`src/rtl/tone_pkg.sv`:
```
// Shared state type, default amplitude and saturating arithmetic for the tone mixer.
package tone_pkg;

  typedef enum logic {IDLE = 1'b0, PLAY = 1'b1} ch_state_e;

  localparam logic signed [31:0] DEF_AMPLITUDE = 32'sd10000000;

  // Wide enough for eight full-scale channels; every sum is widened to this before clamping.
  localparam int SAT_W = 36;

  localparam logic signed [31:0] S32_MAX = 32'sh7fff_ffff;
  localparam logic signed [31:0] S32_MIN = 32'sh8000_0000;

  function automatic logic signed [31:0] sat32(input logic signed [SAT_W-1:0] v);
    logic [SAT_W-32:0] top;
    top = v[SAT_W-1:31];
    if (top == '0 || top == '1)
      return v[31:0];
    else if (v[SAT_W-1])
      return S32_MIN;
    else
      return S32_MAX;
  endfunction

  function automatic logic signed [31:0] sat_add(input logic signed [31:0] a,
                                                 input logic signed [31:0] b);
    logic signed [SAT_W-1:0] s;
    s = SAT_W'(a) + SAT_W'(b);
    return sat32(s);
  endfunction

endpackage

```
`src/rtl/tone_channel.sv`:
```
// One square-wave tone channel: IDLE/PLAY state, half-period counter, phase and
// remaining-sample count. Outputs are registered.
module tone_channel
  import tone_pkg::*;
#(
  parameter int PER_W = 19,
  parameter int DUR_W = 16
) (
  input  logic             clk,
  input  logic             reset,
  input  logic             trig,
  input  logic [PER_W-1:0] half_period,
  input  logic [DUR_W-1:0] duration,
  input  logic             wr,
  output logic             busy,
  output logic             phase
);

  ch_state_e        state;
  logic [PER_W-1:0] per_q;
  logic [PER_W-1:0] cnt_q;
  logic [DUR_W-1:0] rem_q;
  logic             start;

  assign start = trig && (half_period != '0) && (duration != '0);

  // A valid trigger takes priority over the final write so a retrigger is never lost.
  always_ff @(posedge clk) begin
    if (reset) begin
      state <= IDLE;
      per_q <= '0;
      cnt_q <= '0;
      rem_q <= '0;
      phase <= 1'b0;
    end else if (start) begin
      state <= PLAY;
      per_q <= half_period;
      rem_q <= duration;
      cnt_q <= '0;
      phase <= 1'b1;
    end else if (state == PLAY) begin
      if (cnt_q == per_q) begin
        cnt_q <= '0;
        phase <= ~phase;
      end else begin
        cnt_q <= cnt_q + 1'b1;
      end
      if (wr) begin
        rem_q <= rem_q - 1'b1;
        if (rem_q == DUR_W'(1)) begin
          state <= IDLE;
          cnt_q <= '0;
          phase <= 1'b0;
        end
      end
    end
  end

  assign busy = (state == PLAY);

endmodule

```
`src/rtl/tone_mixer.sv`:
```
// Mixes NUM_CH square-wave tone channels into a saturated sample for the audio DAC FIFO.
// Define TONE_MIC_MIX_EN to add the ADC input samples to each output channel.
module tone_mixer
  import tone_pkg::*;
#(
  parameter int                 NUM_CH    = 4,
  parameter int                 PER_W     = 19,
  parameter int                 DUR_W     = 16,
  parameter logic signed [31:0] AMPLITUDE = DEF_AMPLITUDE
) (
  input  logic                      CLOCK_50,
  input  logic                      reset,
  input  logic [NUM_CH-1:0]         trig,
  input  logic [NUM_CH*PER_W-1:0]   half_period,
  input  logic [NUM_CH*DUR_W-1:0]   duration,
  output logic [NUM_CH-1:0]         busy,
  input  logic                      audio_out_allowed,
  input  logic                      audio_in_available,
  input  logic signed [31:0]        left_channel_audio_in,
  input  logic signed [31:0]        right_channel_audio_in,
  output logic                      read_audio_in,
  output logic                      write_audio_out,
  output logic signed [31:0]        left_channel_audio_out,
  output logic signed [31:0]        right_channel_audio_out
);

  localparam int MIX_W = 32 + $clog2(NUM_CH + 1);

  logic [NUM_CH-1:0]        phase;
  logic                     wr;
  logic signed [MIX_W-1:0]  sum;
  logic signed [31:0]       mix_q;

  for (genvar g = 0; g < NUM_CH; g++) begin : g_ch
    tone_channel #(
      .PER_W (PER_W),
      .DUR_W (DUR_W)
    ) u_ch (
      .clk         (CLOCK_50),
      .reset       (reset),
      .trig        (trig[g]),
      .half_period (half_period[g*PER_W +: PER_W]),
      .duration    (duration[g*DUR_W +: DUR_W]),
      .wr          (wr),
      .busy        (busy[g]),
      .phase       (phase[g])
    );
  end

  always_comb begin
    sum = '0;
    for (int i = 0; i < NUM_CH; i++) begin
      if (busy[i]) begin
        if (phase[i])
          sum = sum + MIX_W'(AMPLITUDE);
        else
          sum = sum - MIX_W'(AMPLITUDE);
      end
    end
  end

  always_ff @(posedge CLOCK_50) begin
    if (reset)
      mix_q <= '0;
    else
      mix_q <= sat32(SAT_W'(sum));
  end

`ifdef TONE_MIC_MIX_EN
  // Pass-through mode moves one ADC sample per DAC sample, so both FIFOs must be ready.
  assign wr                      = audio_in_available & audio_out_allowed & ~reset;
  assign read_audio_in           = wr;
  assign left_channel_audio_out  = reset ? '0 : sat_add(left_channel_audio_in, mix_q);
  assign right_channel_audio_out = reset ? '0 : sat_add(right_channel_audio_in, mix_q);
`else
  logic unused_audio_in;
  assign unused_audio_in         = ^{left_channel_audio_in, right_channel_audio_in};
  assign wr                      = audio_out_allowed & ~reset;
  assign read_audio_in           = audio_in_available & ~reset;
  assign left_channel_audio_out  = reset ? '0 : mix_q;
  assign right_channel_audio_out = reset ? '0 : mix_q;
`endif

  assign write_audio_out = wr;

endmodule

```
`config.mk`:
```
export PLATFORM = sky130hd
export DESIGN_NAME = tone_mixer
export DESIGN_NICKNAME = d
export VERILOG_FILES = /design/src/rtl/tone_pkg.sv /design/src/rtl/tone_channel.sv /design/src/rtl/tone_mixer.sv
export SDC_FILE = /design/constraint.sdc
export NUM_CORES = 1
export LEC_CHECK = 0
export CELL_PAD_IN_SITES_DETAIL_PLACEMENT = 1
export CELL_PAD_IN_SITES_GLOBAL_PLACEMENT = 2
export CORE_AREA = 2 2 292 179
export CTS_CLUSTER_DIAMETER = 40
export DETAILED_ROUTE_END_ITERATION = 12
export DIE_AREA = 0 0 294 181
export GPL_TIMING_DRIVEN = 0
export MAX_ROUTING_LAYER = met4
export PLACE_DENSITY_LB_ADDON = 0.1
export SYNTH_ARGS = -nofsm -noshare
export SYNTH_HDL_FRONTEND = slang
export SYNTH_SLANG_ARGS = --single-unit
```
`constraint.sdc`:
```
create_clock -name CLOCK_50 -period 7.68 [get_ports CLOCK_50]
set_input_delay 1.536 -clock CLOCK_50 [delete_from_list [all_inputs] [get_ports CLOCK_50]]
set_output_delay 1.536 -clock CLOCK_50 [all_outputs]
set_load 0.01 [all_outputs]
```
==> results.md, run 1 <==
* Chip Width at 294 um
* CTS Sinks at 250
* Final min period at 7.28 ns
* Slew HR at 21.3%
* Fin cells at 2915
* Layout area overhead at 28.0%
* Internal at 0.00324 W
* Worst EP arrival at 7.69 ns
* Critical path required time at 8.09 ns
* Sequential cell area at 5010 um^2
* Number of synthesized register bits at 250
* Avg Inst Size Synth at 8.11 um^2
* Switching pwr at 0.00162 W
* Die area at 53200 um^2
* Inserted Clock Buffers at 37
* Comb power frac at 31.9%
* Port Buffers at 216
* Pwr/cell area at 238 nW/um^2
* Max-slew violation count at 0
* Switching Fraction at 33.4%
* Post-synth EDFFs at 0
* Final Cycle Share at about 95%
* Fin nets at 2499
* Core Area at 50400 um^2
* Largest net degree at the start of global routing at 24
* Vias per cell at 5.34
* Drt pass-1 iters at 5
* Max-cap viol count at 0
* # IOs at around 280
* Most common cell after layout, fill and taps aside: nor2_1
* Most frequent cells in the layout: 267 x nor2_1, 249 x dfxtp_1, 216 x clkdlybuf4s50_1, 125 x a21oi_1
* Worst-Skew Late Latency at 0.56 ns
* CP Class: reg -> reg
* Lkg Pwr at 7.88 nW
* Initial antenna violation count at 1
* Hold WC Path Type: reg -> reg
* H-tree depth at 2
* Global-route wire length before repair at roughly 93000 um
* Fin. Hold Viols at 0
* Max FO, Critical Path at 10
* Clk network pwr share at 38.0%
* Busiest grt layer: met1
* CP max stage delay at 0.48 ns
* Starting DRT DRC Count at just over 900
* Cell Rows at 64
* DRC viols at 0
* Final ANT Viol Nets at 0
* Design Area, Final at 20500 um^2
* Yosys cell types at 76
* R2r setup slk at ~0.4 ns
* Placed wire-length estimate at 46800 um
* Total power draw at 0.00486 W
* Max Root-Sink Buffers at 3
* Aggregate global routing overflow at 0
* Post-synthesis cell count at 1972
* Gpl congestion at 0.882
* Clock-pin slew on the worst setup and hold paths at 0.06 ns
* Clock skew at 0.0269 ns
* Ys flop type: dfxtp_1
* Synthesized Nets at about 2200
* Worst-Margin Slew at ~1.2 ns
* CTS Hold Buffers Added at 0
* Peak supply drop at 0.125 mV
* TritonCTS clock tree: built
* Initial Utilization at 31.7%
* Met1 Track Usage GR at 35.3%
* Antenna cells at 0
* Status: finished, final reports clean
* Synth top area cells: dfxtp_1 31%, nor2_1 6.3%, xnor2_1 6.0%
* WL final at 59600 um
* Seq/Total Area, Yosys at between 30 and 40%
* Part of the power in registers at 30.0%
* Share of cells above drive strength 1 at 8.47%
* Placed Cells incl. Taps at around 2800
* CTS Root Cell: clkbuf_16
* Chip height at 181 um
* Worst setup SP type: register
* Synth area leader: dfxtp_1
* Layout filler cell count at 5952
* Vias in the first global route at roughly 16000
* Total number of vias at 15600
* Met2 Use GR at 30.5%
* Area occupied by multi-input gates at 10200 um^2
* Synth top area share at 31.3%
* Overall global routing resource usage at 22.8%
* Syn. warnings at 0
* DR WL/cell at 20.5 um
* Worst setup EP type: register
* Asr flop ratio synth at 0%
* GR Util met3 at 3.74%
* Setup violations, final at 0
* Slowest CP cell: fa_1
* Placed Area at 19000 um^2
* Post-synthesis instance area at 16000 um^2
* Achievable Freq at 0.137 GHz
[synthesized netlist by cell type (10+ instances only)]
cell type / n
nor2_1: 269
dfxtp_1: 250
a21oi_1: 131
o21ai_0: 112
xnor2_1: 109
nand2_1: 105
mux2i_1: 88
clkbuf_1: 75
ha_1: 57
xor2_1: 57
a211oi_1: 54
and3_1: 54
nor4_1: 53
nor3b_1: 45
buf_4: 43
nor2b_1: 43
nand3_1: 38
inv_1: 34
nor3_1: 33
a311oi_1: 30
nand4_1: 30
a21o_1: 27
buf_1: 24
a21oi_2: 16
nand2b_1: 16
a31oi_1: 15
a22oi_1: 13
and2_1: 12
o31ai_1: 10
[stage by stage]
step,setup WS [ns],utilization [%],setup TNS [ns],hold slack [ns]
2_1_floorplan,1.33,-,0,0.475
3_3_place_gp,-1.04,37.7,-22.79,0.497
3_5_place_dp,-1.01,37.7,-22.29,0.509
4_1_cts,0.00759,40.5,0,0.521
5_1_grt,-0.0170,40.6,-0.0232,0.543
6_report,0.396,40.6,0,0.520
[worst paths after layout]
kind,startpoint,endpoint,cells after the start
setup / recovery,g_ch[0].u_ch.busy,mix_q[21],31
hold / removal,g_ch[3].u_ch.per_q[13],g_ch[3].u_ch.per_q[13],2
setup reg to reg,g_ch[0].u_ch.busy,mix_q[21],31
hold reg to reg,g_ch[3].u_ch.per_q[13],g_ch[3].u_ch.per_q[13],2
[final cells by class]
type	instances	share of cell area (%)
multi-input combinational	1533	49.9
sequential	250	24.5
timing repair buffer	217	10.6
clock buffer	43	4.93
tap	660	4.03
buffer	152	3.87
clock inverter	25	1.59
inverter	35	0.642
[logic make-up (layout without fill, tap and decap cells)]
family | after synthesis | count (layout) | synth area share (%)
fa+ha+maj | 61 | 61 | 4.96
simple gates | 732 | 732 | 23.0
buf+inv | 189 | 472 | 5.80
flops | 250 | 250 | 31.3
compound gates | 480 | 480 | 19.9
mux | 93 | 93 | 5.86
xor+xnor | 167 | 167 | 9.25
[power groups by stage]
| stage | clock network [W] | registers, W | logic [W] |
|---|---|---|---|
| floorplan | 0 | 0.00147 | 0.000981 |
| finish | 0.00185 | 0.00146 | 0.00155 |
| global route | 0.00196 | 0.00147 | 0.00170 |
| CTS | 0.00190 | 0.00146 | 0.00153 |
| detailed placement | 0 | 0.00149 | 0.00151 |
| global placement | 0 | 0.00148 | 0.00149 |
[routing by layer]
layer / wire, um / vias to the layer above
li1: - / 7616
met1: 32500 / 7555
met2: 23000 / 335
met3: 3150 / 57
met4: 911 / 0
met5: 0 / -
[state kept, by name (all words and copies together), names as in the netlist]
register / cells
g_ch.u_ch.per_q: 76
g_ch.u_ch.busy: 4
mix_q: 26
g_ch.u_ch.rem_q: 64
g_ch.u_ch.phase: 4
g_ch.u_ch.cnt_q: 76
[critical path, delay by kind of cell, from the launching register on]
kind | cells | cell delay, ns
AND/OR/NAND/NOR | 8 | 1.13
flip-flops | 1 | 0.39
multiplexers | 1 | 0.30
buffers and inverters | 6 | 0.87
AO/OA/AOI/OAI | 12 | 2.98
adder cells (fa/ha/maj) | 4 | 1.45
[timing repair]
action	4_1_cts	5_1_grt
buffers inserted	0	1
resized for setup	16	22
pin swaps	1	7
endpoints found under the setup margin	26	25
Power figures use the tool's default switching activity.
==> run 2, diff against run 1 <==
Settings changed: PLACE_DENSITY from default to 0.81, PLACE_DENSITY_LB_ADDON 0.1 to default.
==> run 2 against run 1 <==
Cell area fell by 1.0%; clock power fell by 9%; flip-flop and latch count did not move; utilization fell by 0.41 points; clock-buffer cell count did not move; non-clock buffer count fell by 1; sequential share of layout area rose by 0.24 points; hold slack improved by 0.0017 ns; via count rose by 0.33%.
==> results.md, run 2 (synthesis results as in run 1) <==
* Status: finished, final reports clean (unchanged)
* Overall global routing resource usage at 22.2% (was 22.8%)
* Crit-path leading delay family: compound AO/OA/AOI/OAI gates (unchanged)
* Lkg Pwr at 7.79 nW (was 7.88 nW)
* Dpl ws at -0.694 ns (was -1.01 ns)
* TritonCTS clock tree: built (unchanged)
* WL final at 58300 um (was 59600 um)
* Worst-Skew Late Latency at 0.53 ns (was 0.56 ns)
* # IOs at 282 (unchanged)
* Initial Utilization at 31.7% (unchanged)
* Reg-to-Reg End: mix_q[21] (unchanged)
* Post-Route Setup TNS at 0 ns (unchanged)
* Fin cells at 2909 (was 2915)
* Gpl congestion at 0.934 (was 0.882)
* Max Root-Sink Buffers at 3 (unchanged)
* Vias per cell at 5.37 (was 5.34)
* Fin. Hold Viols at 0 (unchanged)
* Vias in the first global route at 15800 (was 15600)
* Slowest CP cell: ha_1 (was fa_1)
* Initial antenna violation count at 1 (unchanged)
* Final min period at 7.37 ns (was 7.28 ns)
* Clock-pin slew on the worst setup and hold paths at 0.06 ns (about the same)
* Total number of vias at 15600 (about the same)
* Worst setup EP type: register (unchanged)
* H-tree depth at 2 (unchanged)
* Drt pass-1 iters at 7 (was 5)
* Pwr/cell area at 231 nW/um^2 (was 238 nW/um^2)
* RSZ-0062 raised after global routing: false
* Hold WC Path Type: reg -> reg (unchanged)
* CTS Root Cell: clkbuf_16 (unchanged)
* Inserted Clock Buffers at 35 (was 37)
* Starting DRT DRC Count at 943 (was 911)
* Clock skew at 0.0166 ns (was 0.0269 ns)
* Start point of the worst hold path: g_ch[1].u_ch.per_q[1] (was g_ch[3].u_ch.per_q[13])
* Core Area at 50400 um^2 (unchanged)
* Final Cycle Share at 96.0% (was 94.8%)
* Layout area overhead at 26.7% (was 28.0%)
* Placed Cells incl. Taps at 2848 (unchanged)
* Worst-Margin Slew at 1.22 ns (was 1.18 ns)
* Largest net degree at the start of global routing at 24 (unchanged)
* Critical path required time at 8.03 ns (was 8.09 ns)
* Chip Width at 294 um (unchanged)
* Achievable Freq at 0.136 GHz (was 0.137 GHz)
* Worst Hold Depth at 2 (unchanged)
* Worst EP arrival at 7.72 ns (was 7.69 ns)
* Share of cells above drive strength 1 at 7.47% (was 8.47%)
* Worst Hold End: g_ch[1].u_ch.per_q[1] (was g_ch[3].u_ch.per_q[13])
* Antenna cells at 0 (unchanged)
* DR WL/cell at 20.1 um (was 20.5 um)
* Max-slew violation count at 0 (unchanged)
* CTS Sinks at 250 (unchanged)
* Post-CTS Setup Repair Bufs at 0 (unchanged)
* Global-route wire length before repair at 91900 um (was 93200 um)
* Die area at 53200 um^2 (unchanged)
* Peak supply drop at 0.143 mV (was 0.125 mV)
* DRC viols at 0 (unchanged)
* Most frequent cells in the layout: 268 x nor2_1, 250 x dfxtp_1, 216 x clkdlybuf4s50_1, 126 x a21oi_1, 110 x o21ai_0 (was 267 x nor2_1, 249 x dfxtp_1, 216 x clkdlybuf4s50_1, 125 x a21oi_1)
* Buf/Inv on CP at 6 (unchanged)
* Most common cell after layout, fill and taps aside: nor2_1 (unchanged)
* Biggest regs: g_ch.u_ch.cnt_q x76, g_ch.u_ch.per_q x76, g_ch.u_ch.rem_q x64 (unchanged)
* Port Buffers at 216 (unchanged)
* CP Class: reg -> reg (unchanged)
* Max FO, Critical Path at 16 (was 10)
* Slew HR at 18.9% (was 21.3%)
* Fin nets at 2496 (was 2499)
* FF-to-FF Start: g_ch[0].u_ch.busy (unchanged)
* Final ANT Viol Nets at 0 (unchanged)
* R2r setup slk at 0.31 ns (was 0.40 ns)
* Worst setup SP type: register (unchanged)
* Aggregate global routing overflow at 0 (unchanged)
* Max-cap viol count at 0 (unchanged)
* Placed wire-length estimate at 45700 um (was 46800 um)
* Setup violations, final at 0 (unchanged)
* Cell Rows at 64 (unchanged)
* CP max stage delay at 0.51 ns (was 0.48 ns)
* Chip height at 181 um (unchanged)
* PnR worst setup slack at 0.309 ns (was 0.396 ns)
* R2R depth at 28 (was 31)
==> run 2: changes by cell type in the layout (fill, tap and decap cells not counted), moves of 2 or more <==
| cell | change |
|---|---|
| clkbuf_1 | +5 |
| a211oi_2 | -2 |
| a21oi_2 | -2 |
| a211oi_1 | +2 |
| bufinv_16 | -3 |
| inv_6 | +2 |
| clkbuf_8 | -4 |
| clkinv_2 | -5 |
| ha_1 | +2 |
==> run 2: cell type report <==
type,count,area [um^2]
Buffer,152,788
Sequential cell,250,5000
Inverter,35,131
Timing Repair Buffer,216,2160
Fill cell,5923,30100
Clock inverter,20,236
Multi-Input combinational cell,1533,10100
Clock buffer,43,968
Tap cell,660,826
==> run 2: repair_timing <==
action,4_1_cts,5_1_grt
resized for setup,6,15
hold buffers,0,0
pin swaps,0,3
endpoints found under the setup margin,25,25
cloned,0,0
==> run 2: layer usage <==
metal	up-vias	track usage, %	share of wire [%]
li1	7578	-	-
met3	57	3.04	4.7
met5	-	-	0
met1	7620	34.2	54
met2	359	30.6	40
met4	0	3.71	1.4
==> run 2: worst max-delay path by stage <==
stage / from / to / slack (ns) / cells past startpoint
floorplan: g_ch[0].u_ch.busy / mix_q[21] / 1.33 / 32
global placement: g_ch[0].u_ch.busy / mix_q[26] / -0.58 / 31
detailed placement: g_ch[0].u_ch.busy / mix_q[21] / -0.69 / 32
CTS: g_ch[0].u_ch.busy / mix_q[21] / 0.17 / 31
global route: g_ch[0].u_ch.busy / mix_q[21] / 0.01 / 31
finish: g_ch[0].u_ch.busy / mix_q[21] / 0.31 / 28
==> run 2: worst reg2reg max path: cells and delay by family (launching register included) <==
family | cells | cell delay, ns
and+or+nand+nor | 6 | 1.47
xor gates and xnor gates | 1 | 0.17
DFF | 1 | 0.35
muxes | 1 | 0.12
AOI/OAI and AO/OA | 11 | 2.80
buffers and inverters | 6 | 0.90
adders and majority gates | 3 | 1.39
==> run 2: stage by stage <==
stage | hold slack, ns | cell area (um^2) | power [W] | util [%]
after global routing | 0.552 | 20300 | 0.00493 | 40.2
after global placement | 0.496 | 19000 | 0.00295 | 37.7
after floorplan | 0.475 | 16000 | 0.00245 | -
after CTS | 0.526 | 20200 | 0.00470 | 40.1
final | 0.522 | 20300 | 0.00468 | 40.2
after detailed placement | 0.515 | 19000 | 0.00299 | 37.7
==> run 2: where the power goes <==
group / internal [W] / switching, W / total [W]
logic: 0.000673 / 0.000862 / 0.00153
registers: 0.00140 / 0.0000616 / 0.00146
clock network: 0.00102 / 0.000664 / 0.00168
total: 0.00309 / 0.00159 / 0.00468
==> run 3, diff against run 2 <==
Settings changed: SLEW_MARGIN from default to 20.
==> run 3 against run 2 <==
Setup slack improved by 0.062 ns; non-clock buffer count did not move; total power rose by 1.5%; die area did not move; global-route usage fell by 0.13 points; maximum frequency rose by 0.84%; clock skew rose by 0.0047 ns.
==> results.md, run 3 (synthesis results as in run 1) <==
* Final ANT Viol Nets at 0 (unchanged)
* Slew HR at 24.6% (was 18.9%)
* Share of cells above drive strength 1 at 7.78% (was 7.47%)
* Placed Cells incl. Taps at 2848 (unchanged)
* Drt pass-1 iters at 7 (unchanged)
* Global-route wire length before repair at 91300 um (was 91900 um)
* Overall global routing resource usage at 22.1% (was 22.2%)
* WHS at 0.524 ns (was 0.522 ns)
* Initial antenna violation count at 2 (was 1)
* WL final at 58300 um (about the same)
* Worst EP arrival at 7.72 ns (about the same)
* Vias in the first global route at 15800 (about the same)
* CTS Root Cell: clkbuf_16 (unchanged)
* H-tree depth at 2 (unchanged)
* Clock skew at 0.0213 ns (was 0.0166 ns)
* Core Area at 50400 um^2 (unchanged)
* Biggest regs: g_ch.u_ch.cnt_q x76, g_ch.u_ch.per_q x76, g_ch.u_ch.rem_q x64 (unchanged)
* Max Root-Sink Buffers at 3 (unchanged)
* DRC viols at 0 (unchanged)
* Fin cells at 2909 (unchanged)
* Setup violations, final at 0 (unchanged)
* Most frequent cells in the layout: 268 x nor2_1, 250 x dfxtp_1, 216 x clkdlybuf4s50_1, 127 x a21oi_1 (was 268 x nor2_1, 250 x dfxtp_1, 216 x clkdlybuf4s50_1, 126 x a21oi_1, 110 x o21ai_0)
* Max FO, Critical Path at 16 (unchanged)
* Slowest CP cell: a2111oi_0 (was ha_1)
* Status: finished, final reports clean (unchanged)
* Placed wire-length estimate at 45700 um (about the same)
* Die area at 53200 um^2 (unchanged)
* Worst setup SP type: register (unchanged)
* Layout area overhead at 27.1% (was 26.7%)
* Chip Width at 294 um (unchanged)
* Achievable Freq at 0.137 GHz (was 0.136 GHz)
* CTS Sinks at 250 (unchanged)
* Max-slew violation count at 0 (unchanged)
* Peak supply drop at 0.125 mV (was 0.143 mV)
* Worst-Margin Slew at 1.12 ns (was 1.22 ns)
* Final min period at 7.31 ns (was 7.37 ns)
* Starting DRT DRC Count at 965 (was 943)
* Aggregate global routing overflow at 0 (unchanged)
* CTS Hold Buffers Added at 0 (unchanged)
* Gpl congestion at 0.934 (unchanged)
* Post-CTS Setup Repair Bufs at 0 (unchanged)
* Critical path required time at 8.09 ns (was 8.03 ns)
* Final Cycle Share at 95.2% (was 96.0%)
* Fin nets at 2497 (was 2496)
* Largest net degree at the start of global routing at 24 (unchanged)
* DR WL/cell at 20.0 um (was 20.1 um)
* Chip height at 181 um (unchanged)
* Hold WC Path Type: reg -> reg (unchanged)
* Clock-pin slew on the worst setup and hold paths at 0.06 ns (about the same)
* Total number of vias at 15700 (was 15600)
* Worst-Skew Late Latency at 0.54 ns (was 0.53 ns)
* Initial Utilization at 31.7% (unchanged)
* Cell Rows at 64 (unchanged)
* CP max stage delay at 0.81 ns (was 0.51 ns)
* Lkg Pwr at 7.81 nW (was 7.79 nW)
* Core Util, Final at 40.3% (was 40.2%)
* TritonCTS clock tree: built (unchanged)
* Port Buffers at 216 (unchanged)
* Vias per cell at 5.41 (was 5.37)
* Most common cell after layout, fill and taps aside: nor2_1 (unchanged)
* Worst setup EP type: register (unchanged)
* CP Class: reg -> reg (unchanged)
* Max-cap viol count at 0 (unchanged)
* Pwr/cell area at 234 nW/um^2 (was 231 nW/um^2)
* # IOs at 282 (unchanged)
* Inserted Clock Buffers at 36 (was 35)
* Fin. Hold Viols at 0 (unchanged)
run 3: cell count changes in the layout (fill, tap and decap cells not counted), sizes merged:
cell	before	now
clkbuf	119	115
inv	42	39
bufinv	3	5
clkinv	6	8
clkinvlp	4	6
diode	0	1
run 3: critical path: cells and delay by family (launching register included):
kind | cells | cell delay, ns
flops | 1 | 0.40
compound gates | 14 | 4.01
simple gates | 3 | 0.30
buf+inv | 6 | 1.29
mux | 1 | 0.30
fa+ha+maj | 3 | 0.86
run 3: path summary, 6_finish.rpt:
kind                                             from  slack [ns]               endpoint  cells past startpoint
worst min-delay path            g_ch[0].u_ch.per_q[1]        0.52  g_ch[0].u_ch.per_q[1]                      2
worst max register to register      g_ch[0].u_ch.busy        0.37              mix_q[21]                     27
worst max-delay path                g_ch[0].u_ch.busy        0.37              mix_q[21]                     27
worst min register to register  g_ch[0].u_ch.per_q[1]        0.52  g_ch[0].u_ch.per_q[1]                      2
run 3: cell type report:
cell class,count,area [um^2]
Tap cell,660,826
Clock inverter,23,317
Buffer,152,792
Timing Repair Buffer,216,2160
Inverter,35,131
Multi-Input combinational cell,1533,10100
Clock buffer,39,942
Sequential cell,250,5000
Antenna cell,1,2.50
Fill cell,5900,30000
run 3: repair_timing:
| item | CTS | global route |
|---|---|---|
| gates resized for setup | 4 | 18 |
| endpoints found under the hold margin | 0 | 0 |
| pin swaps | 0 | 1 |
| setup endpoints to repair | 25 | 25 |
run 3: stage by stage:
step | instance area (um^2) | setup slack (ns) | power, W | TNS [ns]
floorplan | 16000 | 1.33 | 0.00245 | 0
global placement | 19000 | -0.578 | 0.00295 | -10.89
detailed placement | 19000 | -0.656 | 0.00299 | -13.62
CTS | 20200 | 0.0854 | 0.00476 | 0
global route | 20300 | -0.00957 | 0.00499 | -0.00957
finish | 20300 | 0.370 | 0.00475 | 0
run 3: power breakdown:
group	internal, W	switching (W)	total (W)
Sequential	0.00140	0.0000629	0.00146
Combinational	0.000673	0.000862	0.00154
Clock	0.00107	0.000679	0.00175
Total	0.00314	0.00160	0.00475
run 3: routing by layer:
layer | track usage [%] | share of wire [%]
met1 | 33.6 | 53
met2 | 29.9 | 39
met3 | 3.81 | 5.8
met4 | 4.53 | 1.7
met5 | - | 0
